## config.mk

```make
export PLATFORM = sky130hd
export DESIGN_NAME = particle_rasterizer
export DESIGN_NICKNAME = d
export VERILOG_FILES = /design/src/rtl/particle_rasterizer.sv
export SDC_FILE = /design/constraint.sdc
export NUM_CORES = 1
export LEC_CHECK = 0
export ABC_AREA = 1
export BUFFER_PORTS_ARGS = -buffer_cell sky130_fd_sc_hd__buf_2
export CAP_MARGIN = 10
export CORE_ASPECT_RATIO = 0.6
export CORE_UTILIZATION = 40
export DETAILED_ROUTE_END_ITERATION = 16
export GPL_TIMING_DRIVEN = 0
export HOLD_SLACK_MARGIN = 0.08
export SLEW_MARGIN = 10
export SYNTH_ARGS = -nofsm -noshare
export SYNTH_HDL_FRONTEND = slang
export SYNTH_SLANG_ARGS = --single-unit
```

## constraint.sdc

```tcl
create_clock -name clk -period 11.1 [get_ports clk]
set_input_delay 2.22 -clock clk [delete_from_list [all_inputs] [get_ports clk]]
set_output_delay 2.22 -clock clk [all_outputs]
set_load 0.05 [all_outputs]
```

## src/rtl/particle_rasterizer.sv

```systemverilog
// particle_rasterizer: double-buffered frame builder that stamps N_PART
// particles as 3x3 masks into a GRID x GRID monochrome back buffer. It paints
// one pixel per clock and copies the finished frame to the matrix output on
// each frame tick.
// Optional build macro RASTER_WRAP_EN: stamp pixels that fall off the grid
// wrap toroidally instead of being clipped.
module particle_rasterizer #(
  parameter int GRID         = 16,
  parameter int N_PART       = 4,
  parameter int FRAC         = 4,
  parameter int FRAME_CYCLES = 10000
) (
  input  logic                   clk,
  input  logic                   reset,
  input  logic                   enable,
  input  logic [16*N_PART-1:0]   pos_x,
  input  logic [16*N_PART-1:0]   pos_y,
  input  logic [9*N_PART-1:0]    stamp,
  output logic [GRID*GRID-1:0]   matrix,
  output logic                   frame_valid,
  output logic                   busy
);

  localparam int LG = $clog2(GRID);
  localparam int PW = (N_PART > 1) ? $clog2(N_PART) : 1;
  localparam int CW = $clog2(FRAME_CYCLES);
  localparam logic [CW-1:0]       CNT_MAX = CW'(FRAME_CYCLES - 1);
  localparam logic [PW-1:0]       P_LAST  = PW'(N_PART - 1);
  localparam logic signed [16:0]  GRID_S  = 17'(GRID);

  typedef enum logic [1:0] {IDLE, CLEAR, PAINT, SWAP} state_t;

  state_t                 state_q, state_d;
  logic [CW-1:0]          cnt_q;
  logic [PW-1:0]          p_q, p_d;
  logic [3:0]             s_q, s_d;
  logic signed [15:0]     sx_q [N_PART];
  logic signed [15:0]     sy_q [N_PART];
  logic [8:0]             st_q [N_PART];
  logic [GRID*GRID-1:0]   back_q;
  logic [GRID*GRID-1:0]   matrix_q;
  logic                   fv_q;

  logic                   tick;
  logic                   snap_en, clear_en, paint_en, swap_en;
  logic signed [16:0]     cx, cy, px, py;
  logic                   in_range, hit;
  logic [2*LG-1:0]        idx;

  // Column offset of stamp bit s: bits 0,3,6 are left, 2,5,8 are right.
  function automatic logic signed [16:0] off_x(input logic [3:0] s);
    case (s)
      4'd0, 4'd3, 4'd6: return -17'sd1;
      4'd1, 4'd4, 4'd7: return 17'sd0;
      default:          return 17'sd1;
    endcase
  endfunction

  // Row offset of stamp bit s: bits 0..2 are the row above the centre.
  function automatic logic signed [16:0] off_y(input logic [3:0] s);
    if (s < 4'd3)      return -17'sd1;
    else if (s < 4'd6) return 17'sd0;
    else               return 17'sd1;
  endfunction

  assign tick = (cnt_q == '0);

  // Free-running frame counter; a tick is the cycle where it reads zero.
  always_ff @(posedge clk) begin
    if (reset)                 cnt_q <= '0;
    else if (cnt_q == CNT_MAX) cnt_q <= '0;
    else                       cnt_q <= cnt_q + 1'b1;
  end

  // Sequencer registers: state, particle index and stamp-bit index.
  always_ff @(posedge clk) begin
    if (reset) begin
      state_q <= IDLE;
      p_q     <= '0;
      s_q     <= '0;
    end else begin
      state_q <= state_d;
      p_q     <= p_d;
      s_q     <= s_d;
    end
  end

  // Next-state logic: snapshot on a tick, clear, walk every (p,s), then swap.
  always_comb begin
    state_d  = state_q;
    p_d      = p_q;
    s_d      = s_q;
    snap_en  = 1'b0;
    clear_en = 1'b0;
    paint_en = 1'b0;
    swap_en  = 1'b0;
    case (state_q)
      IDLE: begin
        if (tick && enable) begin
          snap_en = 1'b1;
          state_d = CLEAR;
        end
      end
      CLEAR: begin
        clear_en = 1'b1;
        p_d      = '0;
        s_d      = '0;
        state_d  = PAINT;
      end
      PAINT: begin
        paint_en = 1'b1;
        if (s_q == 4'd8) begin
          s_d = '0;
          if (p_q == P_LAST) state_d = SWAP;
          else               p_d     = p_q + 1'b1;
        end else begin
          s_d = s_q + 1'b1;
        end
      end
      SWAP: begin
        swap_en = 1'b1;
        state_d = IDLE;
      end
      default: state_d = IDLE;
    endcase
  end

  // Pixel address of the current stamp bit, kept wide and signed until the
  // range test so far-off particles can never alias onto the grid.
  always_comb begin
    cx       = {sx_q[p_q][15], sx_q[p_q]};
    cy       = {sy_q[p_q][15], sy_q[p_q]};
    px       = (cx >>> FRAC) + off_x(s_q);
    py       = (cy >>> FRAC) + off_y(s_q);
    in_range = !px[16] && (px < GRID_S) && !py[16] && (py < GRID_S);
`ifdef RASTER_WRAP_EN
    hit      = st_q[p_q][s_q];
`else
    hit      = st_q[p_q][s_q] && in_range;
`endif
    idx      = {py[LG-1:0], px[LG-1:0]};
  end

  // Input snapshot, held for the whole frame so mid-frame input changes wait.
  always_ff @(posedge clk) begin
    if (snap_en) begin
      for (int i = 0; i < N_PART; i++) begin
        sx_q[i] <= pos_x[16*i +: 16];
        sy_q[i] <= pos_y[16*i +: 16];
        st_q[i] <= stamp[9*i +: 9];
      end
    end
  end

  // Back buffer: cleared at frame start, then painted by OR-ing single pixels.
  always_ff @(posedge clk) begin
    if (reset || clear_en)  back_q      <= '0;
    else if (paint_en && hit) back_q[idx] <= 1'b1;
  end

  // Front buffer and its one-cycle update strobe.
  always_ff @(posedge clk) begin
    if (reset) begin
      matrix_q <= '0;
      fv_q     <= 1'b0;
    end else begin
      fv_q <= swap_en;
      if (swap_en) matrix_q <= back_q;
    end
  end

  assign matrix      = matrix_q;
  assign frame_valid = fv_q;
  assign busy        = (state_q != IDLE);

endmodule

```

### Word level (Yosys, flattened, before mapping)

Memory sizes are Yosys's and may differ from the RTL's. A register that Yosys moved wholly into a read port is not among the register bits.
Index checks and enable logic that the tools add are counted.
W data, S select, Z words.

* register bits: 535
* RAM bits: 164
* input port bits: 167
* output and inout bits: 258
* word-level logic and storage cells: 87
* memories: 3

Memories
* sx_q: depth 4, bits a word 16, rd ports 1, clocked after Yosys merged registers in 1, wr ports 4, line 37 `logic signed [15:0] sx_q [N_PART];`
* sy_q: depth 4, bits a word 16, rd ports 1, clocked after Yosys merged registers in 1, wr ports 4, line 38 `logic signed [15:0] sy_q [N_PART];`
* st_q: depth 4, bits a word 9, rd ports 1, clocked after Yosys merged registers in 1, wr ports 4, line 39 `logic [8:0] st_q [N_PART];`

* add/sub/neg operators: 5
* magnitude comparators: 7
* eq/ne operators: 15
* multiplexer cells: 29
* bitwise logic cells: 1
* reductions and logical operators: 20

Operator list (count)
* $or A256 B256 Y256: 1
* $add A12 B17 Y17: 2
* $lt A17 B6 Y1 const B: 2
* $pmux W17 S2: 1
* $mux W2: 11
* $mux W17: 1
* $add A14 B1 Y14 const B: 1
* $eq A14 B14 Y1 const B: 1
* $logic_not A14 Y1: 1
* $eq A4 B3 Y1 const B: 3
* $mux W1: 10
* $lt A8 B9 Y1 const B: 1
* $demux W1 S8: 1
* $ge A8 B1 Y1 const B: 1
* $ne A2 B2 Y1 const B: 4
* $pmux W2 S4: 1
* $pmux W4 S2: 1
* $logic_and A1 B1 Y1: 7
* $eq A2 B2 Y1 const B: 3
* $reduce_and A3 Y1: 2
* $reduce_or A3 Y1: 2
* $lt A4 B5 Y1 const B: 1
* $add A4 B1 Y4 const B: 1
* $bmux W1 S4: 1
* 15 further kinds: 17

### Logic depth before layout (Yosys ltp)

* depth in word-level cells: 10
* gate-level depth with buffers: 26
* mapped depth without buffers: 23

### Worst setup path after synthesis

Ideal clock, no wire load.

* path type: input-to-reg
* start: input enable
* end: memory st_q[0][0] (enable)
* setup time: 0.625 ns
* data arrival time: 7.984 ns
* data required time: 10.475 ns
* path slack: 2.491 ns
* stages: 4
* buffers on the path: 0
* cells stage by stage: nand2_1 nor3_1 nand3_1 nor2_1

RTL lines
* start: declaration: line 15 `input logic enable,`
* end: declaration: line 39

==> results.sh <==
export IMPL_hpwl_mm=65.36
export IMPL_critical_path_top_delay_family="buffers and inverters"
export IMPL_cts_num_sinks=669
export IMPL_fin_util_pct=48.30
export IMPL_rsz0062_at_grt="no"
export IMPL_required_ps=11580
export IMPL_synth_area_leaders="dfxtp_1 (38%), edfxtp_1 (14%), nand3_2 (7.1%), a21oi_2 (6.2%), a21oi_1 (5.9%)"
export IMPL_fp_coreArea_um2=70000
export IMPL_fin_crit_sh_pct=45.73
export IMPL_ys_ff_latch=669
export IMPL_postRouteAntennaNets=0
export IMPL_netlist_instances=3162
export IMPL_fin_skew_ps=27.99
export IMPL_ys_seq_area_share_pct=51.85
export IMPL_finalHoldViolCount=0
export IMPL_area_delta_synth_final_pct=19.15
export IMPL_grt_pass1_wl_mm=134.5
export IMPL_layout_drive_gt1_share_pct=26.75
export IMPL_clock_latency_ps=630
export IMPL_synth_ff_type="dfxtp_1"
export IMPL_place_area_um2=31640
export IMPL_ys_warn_count=0
export IMPL_cts_tree="done"
export IMPL_finalMaxSlewViolations=0
export IMPL_post_cts_resized=0
export IMPL_grt_pass1_vias=21540
export IMPL_synth_cell_type_count=41
export IMPL_start_util_pct=40.53
export IMPL_synth_top_area_cell="dfxtp_1"
export IMPL_root_buffer="clkbuf_16"
export IMPL_ioPinCount=425
export IMPL_worst_path_largest_cell_delay_ps=900
export IMPL_cp_start_kind="flip-flop"
export IMPL_async_reset_ff_share_pct=0
export IMPL_design_area_um2=33810
export IMPL_power_density_nw_per_um2=277.1
export IMPL_track_usage_pct=24.46
export IMPL_cts_max_level=3
export IMPL_crit_fanout=10
export IMPL_num_vias=23150
export IMPL_die_h_um=208.3
export IMPL_critPathCaptureType="flip-flop"
export IMPL_crit_type="reg2reg"
export IMPL_irDropWorstVdd_uv=265.7
export IMPL_antenna_found_initial=2
export IMPL_slew_limit_headroom_pct=6.727
export IMPL_dieWidth_um=345.9
export IMPL_cts_buffers=66
export IMPL_grt_overflow=0
export IMPL_diodes=0
export IMPL_synth_top_cell_area_share_pct=37.89
export IMPL_die_area_um2=72040
export IMPL_globalplace_congestion=0.9149
export IMPL_finalWirelength_mm=89.56
export IMPL_clk_pin_slew_ps=60
export IMPL_grt_max_degree=30
export IMPL_drtIter0Drc=2100
export IMPL_fin_crit_ps=5076
export IMPL_max_cap_viol_count=0
export IMPL_syn_area_per_cell_um2=8.974
export IMPL_vias_per_cell=5.035
export IMPL_synth_edff_count=132
export IMPL_hold_class="reg2reg"
export IMPL_p_leak_uw=0.01248
export IMPL_io_buffers=392
export IMPL_status="finished clean"
export IMPL_worst_pin_slew_ps=1399
export IMPL_nets=3831
export IMPL_syn_area_um2=28380
export IMPL_worst_endpoint_arrival_ps=5550
export IMPL_fill_cells=6777
export IMPL_cts_max_path_buffers=3
export IMPL_setup_tns_ps=0
export IMPL_post_cts_setup_buffers=0
export IMPL_syn_num_nets=3366
export IMPL_wl_per_cell_um=19.47
export IMPL_hold_buffers=0
export IMPL_num_rows=75
export IMPL_setup_viol=0
export IMPL_cp_buffers_inverters=6
export IMPL_first_pass_iters=5
export IMPL_crit_chain="inv_2 -> buf_2 -> clkbuf_1 -> clkbuf_1 -> nor2_1 -> o22ai_1 -> ha_1 -> inv_1 -> fa_1 -> xnor2_1 -> nor2_1 -> nand2_1 -> clkbuf_1 -> nor2_1 -> nand3_1 -> a21oi_1"
export IMPL_critPathSlowestCell="clkbuf_1"
export IMPL_max_freq_ghz=0.1970
export IMPL_power_total_uw=9369
export IMPL_drcViolationCount=0
## cell families after synthesis
family          count (synthesis)  share of synthesized area, %
xor+xnor                        7                        0.2161
compound gates                875                         18.30
flops                         669                         51.85
buf+inv                       587                         9.564
fa+ha+maj                      37                         1.684
simple gates                  987                         18.38
## worst min-delay path, cell delays in order (launching register included)
cell	delay, ps
dfxtp_1	300
inv_1	60
a21oi_1	60
## registers in the layout, summed over array words and instances, names as in the netlist, named ones only
name	count
state_q	2
frame_valid	1
cnt_q	14
back_q	256
matrix	256
st_q	36
sy_q	48
p_q	2
s_q	4
sx_q	48
## through the flow
stage          worst slack, ps  cells  hold WS, ps
2_1_floorplan             2491   3162        429.7
3_3_place_gp            -457.7   4478        444.9
3_5_place_dp              6106   4483        450.4
4_1_cts                   6081   4599        458.4
5_1_grt                   5726   4599        477.1
6_report                  6024   4599        458.4
## final timing paths
check        slack (ps)  cells after the start                      end                     from
max                6020                     16  back_q[81]$_SDFFE_PP0P_                flip-flop
min                 460                      2  matrix[68]$_SDFFE_PP0P_  back_q[68]$_SDFFE_PP0P_
max reg2reg        6020                     16  back_q[81]$_SDFFE_PP0P_                flip-flop
min reg2reg         460                      2  matrix[68]$_SDFFE_PP0P_  back_q[68]$_SDFFE_PP0P_
## per-layer routing
metal	GRT usage (%)	share of wire, %
met5	0	0.015
met4	5.410	1.9
met3	6.115	7.9
met2	33.63	40
met1	37.78	50
## cell usage after synthesis (all sizes together), types with 2 or more instances
| cell type | number |
|---|---|
| xnor2 | 3 |
| nand2 | 245 |
| fa | 2 |
| nor3 | 7 |
| a21o | 2 |
| buf | 68 |
| clkinv | 3 |
| ha | 35 |
| clkbuf | 156 |
| nor2 | 387 |
| o21ai | 308 |
| inv | 360 |
| o22ai | 23 |
| or2 | 6 |
| nand4 | 10 |
| xor2 | 4 |
| a32oi | 2 |
| edfxtp | 132 |
| nand3b | 2 |
| nor3b | 4 |
| a21oi | 534 |
| dfxtp | 537 |
| nand3 | 324 |
## placed cells by master, fill, tap and decap left out, drive strengths merged, types with 3 or more instances in the layout
cell type	synthesis	layout
clkinv	3	15
clkbuf	156	241
xnor2	3	3
nor2	387	387
o22ai	23	23
bufinv	0	7
nand2	245	245
o21ai	308	308
xor2	4	4
nand3	324	324
ha	35	35
clkinvlp	0	7
nand4	10	10
nor3	7	7
nor3b	4	4
edfxtp	132	132
inv	360	365
buf	68	465
or2	6	6
a21oi	534	534
dfxtp	537	537
## power breakdown
part	switching (uW)	total, uW	leakage [uW]	internal, uW
logic	3360	4250	0.00588	894
registers	91.2	2790	0.00556	2700
clock network	1010	2320	0.00105	1310
total	4460	9370	0.0125	4910
## area by class of cell
class / instances / area, um^2 / share of cell area [%]
multi-input cells: 1906 / 10960 / 32.42
clock buffers: 85 / 1785 / 5.281
flip-flops and latches: 669 / 14710 / 43.52
repair buffers: 397 / 2092 / 6.188
inverters: 363 / 1363 / 4.030
well taps: 924 / 1156 / 3.419
plain buffers: 224 / 1351 / 3.997
clock inverters: 31 / 386.6 / 1.144
No activity file was read; power rests on OpenSTA's default activity.
